**src/rtl/sram_ctrl_pkg.sv**
```systemverilog
// Shared types and constants for the SRAM array controller.
package sram_ctrl_pkg;

  typedef enum logic [2:0] {
    ST_IDLE  = 3'd0,
    ST_SETUP = 3'd1,
    ST_WRITE = 3'd2,
    ST_HOLD  = 3'd3,
    ST_READ  = 3'd4,
    ST_RESP  = 3'd5
  } state_e;

  localparam int unsigned WR_CYCLES_DEF = 2;

  localparam logic OP_READ  = 1'b0;
  localparam logic OP_WRITE = 1'b1;

endpackage

```
**src/rtl/sram_row_decoder.sv**
```systemverilog
// Address to one-hot row decode with an out-of-range flag; purely combinational.
module sram_row_decoder
  import sram_ctrl_pkg::*;
#(
  parameter int unsigned AW   = 4,
  parameter int unsigned ROWS = 16
) (
  input  logic [AW-1:0]   addr,
  output logic [ROWS-1:0] onehot_c,
  output logic            in_range_c
);

  always_comb begin
    onehot_c = '0;
    for (int unsigned i = 0; i < ROWS; i++) begin
      if (addr == AW'(i)) onehot_c[i] = 1'b1;
    end
    in_range_c = (32'(addr) < ROWS);
  end

endmodule

```
**src/rtl/sram_ctrl.sv**
```systemverilog
// Valid/ready request to timed setup/strobe/hold sequence on an SRAM word array,
// with a registered read response.
module sram_ctrl
  import sram_ctrl_pkg::*;
#(
  parameter int unsigned N         = 8,
  parameter int unsigned ROWS      = 16,
  parameter int unsigned AW        = 4,
  parameter int unsigned WR_CYCLES = WR_CYCLES_DEF
) (
  input  logic            clk,
  input  logic            rst_n,
  input  logic            req_valid,
  output logic            req_ready,
  input  logic            req_write,
  input  logic [AW-1:0]   req_addr,
  input  logic [N-1:0]    req_wdata,
  output logic            rsp_valid,
  input  logic            rsp_ready,
  output logic [N-1:0]    rsp_rdata,
  output logic            rsp_err,
  output logic [ROWS-1:0] row_select,
  output logic            write_enable,
  output logic [N-1:0]    data_in,
  input  logic [N-1:0]    array_rdata
);

  localparam int unsigned CW = $clog2(WR_CYCLES + 1);

  state_e          state_q, state_d;
  logic            req_ready_q, req_ready_d;
  logic            rsp_valid_q, rsp_valid_d;
  logic            rsp_err_q, rsp_err_d;
  logic [N-1:0]    rsp_rdata_q, rsp_rdata_d;
  logic [ROWS-1:0] row_select_q, row_select_d;
  logic            write_enable_q, write_enable_d;
  logic [N-1:0]    data_in_q, data_in_d;
  logic            write_q, write_d;
  logic            err_q, err_d;
  logic [CW-1:0]   cnt_q, cnt_d;

  logic [ROWS-1:0] onehot_c;
  logic            in_range_c;

  sram_row_decoder #(
    .AW  (AW),
    .ROWS(ROWS)
  ) u_row_decoder (
    .addr      (req_addr),
    .onehot_c  (onehot_c),
    .in_range_c(in_range_c)
  );

  // Next state and next registered outputs; everything holds unless changed.
  always_comb begin
    state_d        = state_q;
    req_ready_d    = req_ready_q;
    rsp_valid_d    = rsp_valid_q;
    rsp_err_d      = rsp_err_q;
    rsp_rdata_d    = rsp_rdata_q;
    row_select_d   = row_select_q;
    write_enable_d = write_enable_q;
    data_in_d      = data_in_q;
    write_d        = write_q;
    err_d          = err_q;
    cnt_d          = cnt_q;

    unique case (state_q)
      ST_IDLE: begin
        if (req_valid && req_ready_q) begin
          req_ready_d = 1'b0;
          write_d     = req_write;
          rsp_rdata_d = '0;
          if (in_range_c) begin
            state_d      = ST_SETUP;
            err_d        = 1'b0;
            row_select_d = onehot_c;
            data_in_d    = (req_write == OP_WRITE) ? req_wdata : '0;
          end else begin
            state_d = ST_RESP;
            err_d   = 1'b1;
          end
        end
      end

      ST_SETUP: begin
        if (write_q == OP_WRITE) begin
          state_d        = ST_WRITE;
          write_enable_d = 1'b1;
          cnt_d          = CW'(1);
        end else begin
          state_d = ST_READ;
        end
      end

      ST_WRITE: begin
        if (cnt_q == CW'(WR_CYCLES)) begin
          state_d        = ST_HOLD;
          write_enable_d = 1'b0;
        end else begin
          cnt_d = cnt_q + CW'(1);
        end
      end

      ST_HOLD: begin
        state_d      = ST_RESP;
        row_select_d = '0;
        data_in_d    = '0;
        rsp_valid_d  = 1'b1;
      end

      ST_READ: begin
        state_d      = ST_RESP;
        row_select_d = '0;
        rsp_rdata_d  = array_rdata;
        rsp_valid_d  = 1'b1;
      end

      // Error responses enter here with rsp_valid low and raise it one edge later.
      ST_RESP: begin
        if (rsp_valid_q && rsp_ready) begin
          state_d     = ST_IDLE;
          rsp_valid_d = 1'b0;
          rsp_err_d   = 1'b0;
          req_ready_d = 1'b1;
        end else begin
          rsp_valid_d = 1'b1;
          rsp_err_d   = err_q;
        end
      end

      default: begin
        state_d        = ST_IDLE;
        req_ready_d    = 1'b1;
        rsp_valid_d    = 1'b0;
        rsp_err_d      = 1'b0;
        row_select_d   = '0;
        write_enable_d = 1'b0;
        data_in_d      = '0;
      end
    endcase
  end

  // Async reset drops the array strobes immediately.
  always_ff @(posedge clk or negedge rst_n) begin
    if (!rst_n) begin
      state_q        <= ST_IDLE;
      req_ready_q    <= 1'b1;
      rsp_valid_q    <= 1'b0;
      rsp_err_q      <= 1'b0;
      rsp_rdata_q    <= '0;
      row_select_q   <= '0;
      write_enable_q <= 1'b0;
      data_in_q      <= '0;
      write_q        <= 1'b0;
      err_q          <= 1'b0;
      cnt_q          <= '0;
    end else begin
      state_q        <= state_d;
      req_ready_q    <= req_ready_d;
      rsp_valid_q    <= rsp_valid_d;
      rsp_err_q      <= rsp_err_d;
      rsp_rdata_q    <= rsp_rdata_d;
      row_select_q   <= row_select_d;
      write_enable_q <= write_enable_d;
      data_in_q      <= data_in_d;
      write_q        <= write_d;
      err_q          <= err_d;
      cnt_q          <= cnt_d;
    end
  end

  assign req_ready    = req_ready_q;
  assign rsp_valid    = rsp_valid_q;
  assign rsp_err      = rsp_err_q;
  assign rsp_rdata    = rsp_rdata_q;
  assign row_select   = row_select_q;
  assign write_enable = write_enable_q;
  assign data_in      = data_in_q;

endmodule

```
**config.mk**
```make
export PLATFORM = sky130hd
export DESIGN_NAME = sram_ctrl
export DESIGN_NICKNAME = d
export VERILOG_FILES = /design/src/rtl/sram_ctrl_pkg.sv /design/src/rtl/sram_row_decoder.sv /design/src/rtl/sram_ctrl.sv
export SDC_FILE = /design/constraint.sdc
export NUM_CORES = 1
export LEC_CHECK = 0
export CORE_MARGIN = 1
export CORE_UTILIZATION = 49
export DETAILED_ROUTE_END_ITERATION = 10
export PLACE_DENSITY = 0.95
export SYNTH_ARGS = -nofsm -noshare
export SYNTH_HDL_FRONTEND = slang
export SYNTH_SLANG_ARGS = --single-unit
export TNS_END_PERCENT = 100
```
**constraint.sdc**
```tcl
create_clock -name clk -period 3.76 [get_ports clk]
set_input_delay 0.752 -clock clk [delete_from_list [all_inputs] [get_ports clk]]
set_output_delay 0.752 -clock clk [all_outputs]
set_load 0.02 [all_outputs]
```
Word-level counts from Yosys, hierarchy flattened --
Cells that the tools add are included.
Cells by class: add/subtract/negate cells 1, multiply operators 0, divide/modulo/power cells 0, magnitude comparators 0, eq/ne operators 26, shift operators 0, muxes and demuxes 40, bitwise logic cells 4, reduce and logical (&&, ||, !) cells 21
Operators by type and width (number):
- $eq A4 B4 Y1 const B | 8
- $pmux W16 S2 | 1
- $pmux W8 S2 | 2
- $mux W8 | 3
- $mux W1 | 22
- $eq A4 B3 Y1 const B | 4
- $mux W16 | 1
- $pmux W3 S5 | 1
- $mux W3 | 4
- $reduce_and A3 Y1 | 4
- $reduce_or A4 Y1 | 3
- $ne A2 B2 Y1 const B | 5
- $pmux W1 S3 | 3
- $eq A4 B2 Y1 const B | 2
- $reduce_and A2 Y1 | 4
- $eq A3 B2 Y1 const B | 2
- $eq A3 B3 Y1 const B | 2
- $reduce_or A3 Y1 | 2
- $reduce_or A5 Y1 | 1
- $eq A4 B1 Y1 const B | 1
- $logic_not A4 Y1 | 1
- $mux W2 | 2
- $not A1 Y1 | 4
- $pmux W2 S2 | 1
- 7 further kinds | 9
Storage, ports and cells: register bits 42, latch bits 0, RAM bits 0, memory bits (read-only) 0, input bits 25, output and inout port bits 36, logic and storage cells 102, memories 0

Depth between registers and ports, before layout --
Gate-level depths: netlist (run 1).
depth in word-level cells 4, depth in mapped cells 5, gate-level depth less buffers 5

By module --
From an unflattened synthesis (run 1), not the netlist that was laid out.
Unflattened totals: cell total of the unflattened synthesis 180, area, all modules 2080.7 µm²
By module, submodules not included:
- sram_ctrl | instances 1, cells an instance 158, area each 1843.0 µm², seq. area each 1077.3 µm²
- sram_row_decoder | instances 1, cells an instance 22, area each 237.7 µm², seq. area each 0.0 µm²

Worst setup path before layout (run 1) --
OpenSTA, ideal clock, no wires.
path kind input to register, from input req_valid, to register row_select_q[10] (netlist: row_select[10]), library setup time 0.125 ns, arrival 1.824 ns, data required time 3.635 ns, path slack 1.811 ns, stages 4, buffers on the path 1, cells stage by stage nand2_1 > o31ai_2 > buf_4 > mux2_2
On the way: word-level cells in the longest chain between the ends 3
Ends and longest elaborated chain:
- start, declared | RTL line sram_ctrl.sv:13 | input logic req_valid,
- $logic_and A1 B1 Y1 | RTL line sram_ctrl.sv:70 | if (req_valid && req_ready_q) begin
- $ne A2 B2 Y1 (no source line)
- $reduce_and A2 Y1 (no source line)
- end signal, assigned | RTL line sram_ctrl.sv:164 | row_select_q <= row_select_d;
- end, declared | RTL line sram_ctrl.sv:35 | logic [ROWS-1:0] row_select_q, row_select_d;
Every way passes these cells. A chain may end at the register's enable or synchronous reset.

Worst setup path after layout (run 1) --
from register req_ready_q (netlist: req_ready), to output req_ready
RTL lines:
- start, declared | RTL line sram_ctrl.sv:31 | logic req_ready_q, req_ready_d;
- start signal, assigned | RTL line sram_ctrl.sv:160 | req_ready_q <= req_ready_d;
- end, declared | RTL line sram_ctrl.sv:14 | output logic req_ready,
No word-level cell between the ends.

==> results of run 1 <==
cell type report:
class | instances | area share
flip-flops and latches | 41 | 0.4007
well taps | 48 | 0.02343
clock buffers | 6 | 0.03221
multi-input cells | 99 | 0.2918
inverters | 4 | 0.005857
repair buffers | 60 | 0.2313
clock inverters | 2 | 0.01464
sequential cells by signal, indices dropped and copies added (netlist names):
name and count:
req_ready 1, state_q 3, write_q 1, data_in 8, rsp_rdata 8, rsp_valid 1, write_enable 1, cnt_q 2
row_select 16
cells by family (layout without fill, tap and decap cells):
logic type / after synthesis / after routing
buffers and inverters: 18 / 72
DFF: 41 / 41
and+or+nand+nor: 44 / 44
other: 1 / 1
muxes: 19 / 19
AOI/OAI and AO/OA: 34 / 34
adders and majority gates: 1 / 1
final timing paths:
kind | to | slack (ps)
worst min-delay path | data_in[0] | 500
max in group asynchronous | rsp_rdata[4] | 2650
worst max register to register | row_select[12] | 1920
worst max-delay path | req_ready | 1500
worst min register to register | data_in[0] | 500
min in group asynchronous | row_select[3] | 570
per-layer routing:
| layer | part of all wire | track usage | vias up |
|---|---|---|---|
| li1 | - | - | 677 |
| met3 | 0.051 | 0.05893 | 3 |
| met5 | 0 | 0 | - |
| met1 | 0.46 | 0.2450 | 679 |
| met4 | 0.0082 | 0.05114 | 0 |
| met2 | 0.48 | 0.3258 | 47 |
power by group:
part	switching (mW)	internal [mW]
sequential	0.136	0.568
clock	0.150	0.216
combinational	0.375	0.388
per-stage QoR:
stage	hold WS [ps]	worst slack, ps	total power [mW]	instance area, µm²
2_1_floorplan	456.4	1811	1.212	1871
3_3_place_gp	469.6	1425	1.458	2444
3_5_place_dp	479.8	1408	1.482	2444
4_1_cts	509.3	1487	1.848	2564
5_1_grt	518.5	1448	1.951	2564
6_report	504.0	1496	1.833	2564
cell usage in the layout (no fill, tap or decap), drive strengths merged:
| cell | count |
|---|---|
| clkdlybuf4s50 | 58 |
| nor2b | 1 |
| mux2 | 17 |
| ha | 1 |
| a221oi | 1 |
| and4 | 1 |
| o32ai | 1 |
| o21ai | 4 |
| nand4 | 1 |
| o211ai | 3 |
| nor4b | 2 |
| nand3b | 2 |
| a21oi | 1 |
| dfrtp | 40 |
| inv | 4 |
| nor2 | 12 |
| dfstp | 1 |
| mux2i | 2 |
| nand3 | 3 |
| a31oi | 3 |
| o311a | 1 |
| o31ai | 1 |
| or4b | 1 |
| clkinvlp | 1 |
| nand2b | 5 |
| a211o | 1 |
| bufinv | 1 |
| conb | 1 |
| buf | 2 |
| nand2 | 5 |
| clkbuf | 6 |
| or4 | 1 |
| nor4 | 2 |
| a21o | 1 |
| nor3 | 8 |
| o21a | 1 |
| a22o | 16 |
==> results.py, run 1 <==
metrics = {
    "synth": {
        "ys_seq_elements": 41,
        "synth_nets": 184,
        "synth-simple-area-share": 0.1338,
        "synth_xor_area_frac": 0,
        "synthDistinctLibCells": 37,
        "synth_compound_area_frac": 0.1445,
        "ys.flop_type": "dfrtp_1",
        "ys_seq_area_frac": 0.5492,
        "synth_area_per_cell_um2": 11.84,
        "netlist_area_mm2": 0.001871,
        "synthMuxAreaShare": 0.1130,
        "yosys.area.top_type_share": 0.5351,
        "synth_top_cell_by_area": "dfrtp_1",
        "netlist_instances": 158,
        "ys_async_sr_fraction": 1.000,
        "synthAdderAreaFrac": 0.006689,
        "yosys-top-cells-area": "dfrtp_1 (54%), mux2_2 (9.0%), a22o_1 (7.5%)",
        "synth-edff-count": 0,
        "synth_most_common_cell": "dfrtp_1",
        "ys_warn_count": 0,
        "synthTopCellsByCount": "dfrtp_1 (40), a22o_1 (16), mux2_2 (15)",
        "synth_top_family_by_area": "compound AO/OA/AOI/OAI gates",
    },
    "clock_tree": {
        "clkLatencyLatePin_ps": 290,
        "clk_pin_slew_ps": 80,
        "cts.sinks": 41,
        "hold_buffers": 0,
        "ctsLongestPathBuffers": 2,
        "numCtsBuffers": 5,
        "clock-root-buffer": "clkbuf_8",
        "htreeDepth": 2,
        "cts_tree": "built",
        "postCtsResizedCells": 0,
        "cts_setup_buffers": 0,
    },
    "setup_path": {
        "crit_required_ps": 3010,
        "end_kind": "primary output",
        "crit_path_start": "req_ready",
        "critPathMaxFanout": 8,
        "crit_path_top_delay_cell": "clkdlybuf4s50_1",
        "reg2reg_depth": 3,
        "r2r-start": "state_q[1]",
        "crit_arrival_ps": 1510,
        "crit_family": "buffers and inverters",
        "worstSetupPathType": "reg2out",
        "cp.depth": 1,
        "critPathLaunchType": "flip-flop",
        "worstPathCellList": "clkdlybuf4s50_1",
        "slowest_delay_ps": 620,
        "worst-path-buf-inv": 1,
    },
    "finish": {
        "final-instance-count-excl-fill": 260,
        "multi_input_area_um2": 748.2,
        "drive_above_1_share": 0.1415,
        "fin_nets": 237,
        "fin_util": 0.7003,
        "layout.area.seq_mm2": 0.001027,
        "fillers": 279,
        "synthToLayoutAreaGrowth_pct": 37.06,
        "diodes": 0,
    },
    "grt": {
        "grt_pass1_wl_um": 6127,
        "grt_pass1_vias": 1341,
        "overflow": 0,
        "grt_max_degree": 42,
        "grt_usage": 0.1950,
        "grt_antenna_before_repair": 0,
    },
    "pwr": {
        "p_leak_nw": 1.119,
        "pwr_density_cell_mw_per_mm2": 714.8,
        "peakVddDrop_uv": 455.8,
    },
    "sta": {
        "tightest_slew_ps": 868.0,
        "timing.fmax_mhz": 441.6,
        "min_period_ps": 2264,
        "slew_violations": 0,
        "rsz0062_at_grt": "false",
        "fin_worst_skew_ps": 3.998,
        "setup_viol": 0,
        "slew_headroom": 0.4213,
        "hold_viol_final": 0,
        "fin_setup_tns_ps": 0,
        "period_share": 0.6022,
    },
    "floorplan": {
        "io_pins": 61,
        "die_h_um": 63.79,
        "core_mm2": 0.003661,
        "dieArea_mm2": 0.004069,
        "die_w_um": 63.79,
        "row_count": 22,
        "start_util": 0.5109,
    },
    "placed_design": {
        "buffer_ports.inserted": 59,
        "post-place-cells": 252,
        "globalplace.congestion": 0.7342,
        "hpwl_um": 2503,
    },
    "detailed_routing": {
        "wl_per_cell_um": 13.54,
        "drc": 0,
        "vias": 1406,
        "firstDrtPassIters": 4,
        "ant_nets": 0,
        "drtIter0Drc": 52,
        "viasPerCell": 5.408,
        "wirelength_um": 3520,
    },
    "run": {
        "drv_cap": 0,
    },
    "worst_hold_path": {
        "min_path_type": "reg2reg",
        "hold_start": "data_in[0]",
        "hold_depth": 1,
    },
    "outcome": {
        "run_status": "completed",
    },
}
Power figures use the tool's default switching activity.
==> run 2: changes to the inputs <==
- CORE_UTILIZATION: 49 -> 41
- PLACE_DENSITY: 0.95 -> 0.87
- clock period: 3.76 -> 1.9 ns (I/O delays scaled with it)
==> results.py, run 2 (synthesis results as in run 1) <==
metrics = {
    "outcome": {
        "run_status": "completed",
    },
    "sta": {
        "hold_viol_final": 0,
        "tightest_slew_ps": 673.3,
        "fin_worst_skew_ps": 2.805,
        "slew_violations": 0,
        "timing.fmax_mhz": 577.8,
        "setup_viol": 0,
        "rsz0062_at_grt": "false",
        "period_share": 0.9109,
        "min_period_ps": 1731,
        "slew_headroom": 0.5490,
    },
    "setup_path": {
        "worst-path-buf-inv": 1,
        "crit_path_top_delay_cell": "clkdlybuf4s50_1",
        "cp.depth": 1,
        "r2r-start": "state_q[0]",
        "crit_path_start": "rsp_valid",
        "worstSetupPathType": "reg2out",
        "crit_required_ps": 1520,
        "reg2reg_to": "data_in[1]",
        "crit_family": "buffers and inverters",
        "critPathLaunchType": "flip-flop",
        "worstPathCellList": "clkdlybuf4s50_1",
        "slowest_delay_ps": 630,
        "critPathMaxFanout": 6,
        "crit_arrival_ps": 1350,
        "reg2reg_depth": 4,
        "regToRegSetupSlack_ps": 220,
        "end_kind": "primary output",
        "crit_end": "rsp_valid",
    },
    "clock_tree": {
        "cts_setup_buffers": 0,
        "clock-root-buffer": "clkbuf_8",
        "htreeDepth": 2,
        "clkLatencyLatePin_ps": 290,
        "numCtsBuffers": 5,
        "hold_buffers": 0,
        "cts_tree": "built",
        "cts.sinks": 41,
        "ctsLongestPathBuffers": 2,
        "clk_pin_slew_ps": 70,
    },
    "finish": {
        "fin_util": 0.5933,
        "final_common_cell": "clkdlybuf4s50_1",
        "diodes": 0,
        "mostFrequentLayoutCells": "clkdlybuf4s50_1 (57), dfrtp_1 (40), a22o_1 (16), mux2_2 (15), nor2_1 (12)",
        "multi_input_area_um2": 753.2,
        "synthToLayoutAreaGrowth_pct": 39.06,
        "final_area_mm2": 0.002601,
        "largest_reg_flops": 16,
        "layout.area.seq_mm2": 0.001027,
        "fillers": 373,
        "drive_above_1_share": 0.1659,
        "fin_nets": 243,
    },
    "floorplan": {
        "dieArea_mm2": 0.004837,
        "core_mm2": 0.004384,
        "row_count": 24,
        "die_h_um": 69.55,
        "die_w_um": 69.55,
        "start_util": 0.4267,
        "io_pins": 61,
    },
    "grt": {
        "grt_pass1_wl_um": 6458,
        "overflow": 0,
        "grt_antenna_before_repair": 0,
        "grt_pass1_vias": 1406,
        "grt_usage": 0.1676,
        "grtUsageMet1": 0.2266,
        "grt_use_met2": 0.2611,
        "grt_most_used_layer": "met2",
        "use_met3": 0.03779,
        "grt_max_degree": 42,
    },
    "detailed_routing": {
        "drtIter0Drc": 85,
        "firstDrtPassIters": 4,
        "wirelength_um": 3740,
        "ant_nets": 0,
        "drc": 0,
        "vias": 1410,
        "viasPerCell": 5.242,
        "wl_per_cell_um": 13.90,
    },
    "placed_design": {
        "buffer_ports.inserted": 59,
        "hpwl_um": 2704,
        "globalplace.congestion": 0.7590,
        "placed_area_mm2": 0.002494,
    },
    "pwr": {
        "p_leak_nw": 1.151,
        "power_frac_seq": 0.363,
        "p_int_mw": 2.330,
        "p_sw_frac": 0.3617,
        "peakVddDrop_uv": 626.1,
        "comb_power_share": 0.455,
        "p_clk_frac": 0.182,
        "switching_power_mw": 1.320,
        "pwr_density_cell_mw_per_mm2": 1403,
    },
    "worst_hold_path": {
        "min_path_type": "in2async",
    },
    "run": {
        "drv_cap": 0,
    },
}
-- run 2: area by class of cell --
type                       instances  share of cell area
clock inverter                     2             0.01347
tap                               52             0.02501
inverter                           4            0.005772
clock buffer                       5             0.02646
multi-input combinational         99              0.2896
timing repair buffer              66              0.2448
sequential                        41              0.3949
-- run 2: worst min-delay path by stage --
stage	to	startpoint	slack (ps)	depth (start not counted)
after detailed placement	row_select[8]	rst_n	470	2
after global placement	row_select[8]	rst_n	470	2
after CTS	row_select[8]	rst_n	160	2
after global routing	row_select[0]	rst_n	190	2
after floorplan	cnt_q[0]	rst_n	80	0
final	row_select[8]	rst_n	140	2
-- run 2: routing by layer --
| layer | routed length, µm | share of wire |
|---|---|---|
| met4 | 51 | 0.014 |
| met5 | 0 | 0 |
| met1 | 1765 | 0.47 |
| met3 | 191 | 0.051 |
| met2 | 1731 | 0.46 |
-- run 2: repair_timing --
action,in CTS,in global routing
resized for setup,1,1
setup endpoints to repair,1,1
pin swaps,0,0
-- run 2: metrics by stage --
stage	total power [mW]	TNS (ps)	hold slack (ps)	setup WS, ps	instances
floorplan	2.398	0	84.41	50.07	158
global placement	2.967	-18.34	467.5	-18.34	262
detailed placement	3.011	-64.63	473.0	-56.19	262
CTS	3.676	0	157.5	150.5	269
global route	3.885	0	185.2	39.98	269
finish	3.650	0	135.9	169.3	269
-- run 2: power by group through the flow --
stage | Sequential [mW] | Clock (mW) | Combinational (mW)
CTS | 1.32 | 0.681 | 1.67
floorplan | 1.51 | 0 | 0.890
global route | 1.37 | 0.712 | 1.80
global placement | 1.32 | 0 | 1.64
detailed placement | 1.33 | 0 | 1.68
finish | 1.33 | 0.663 | 1.66
-- run 2: worst register-to-register path, cell delays in order, from the launching register on --
cell and delay (ps):
dfrtp_1 480, buf_4 220, o21a_1 180, a31oi_1 510
a22o_1 230
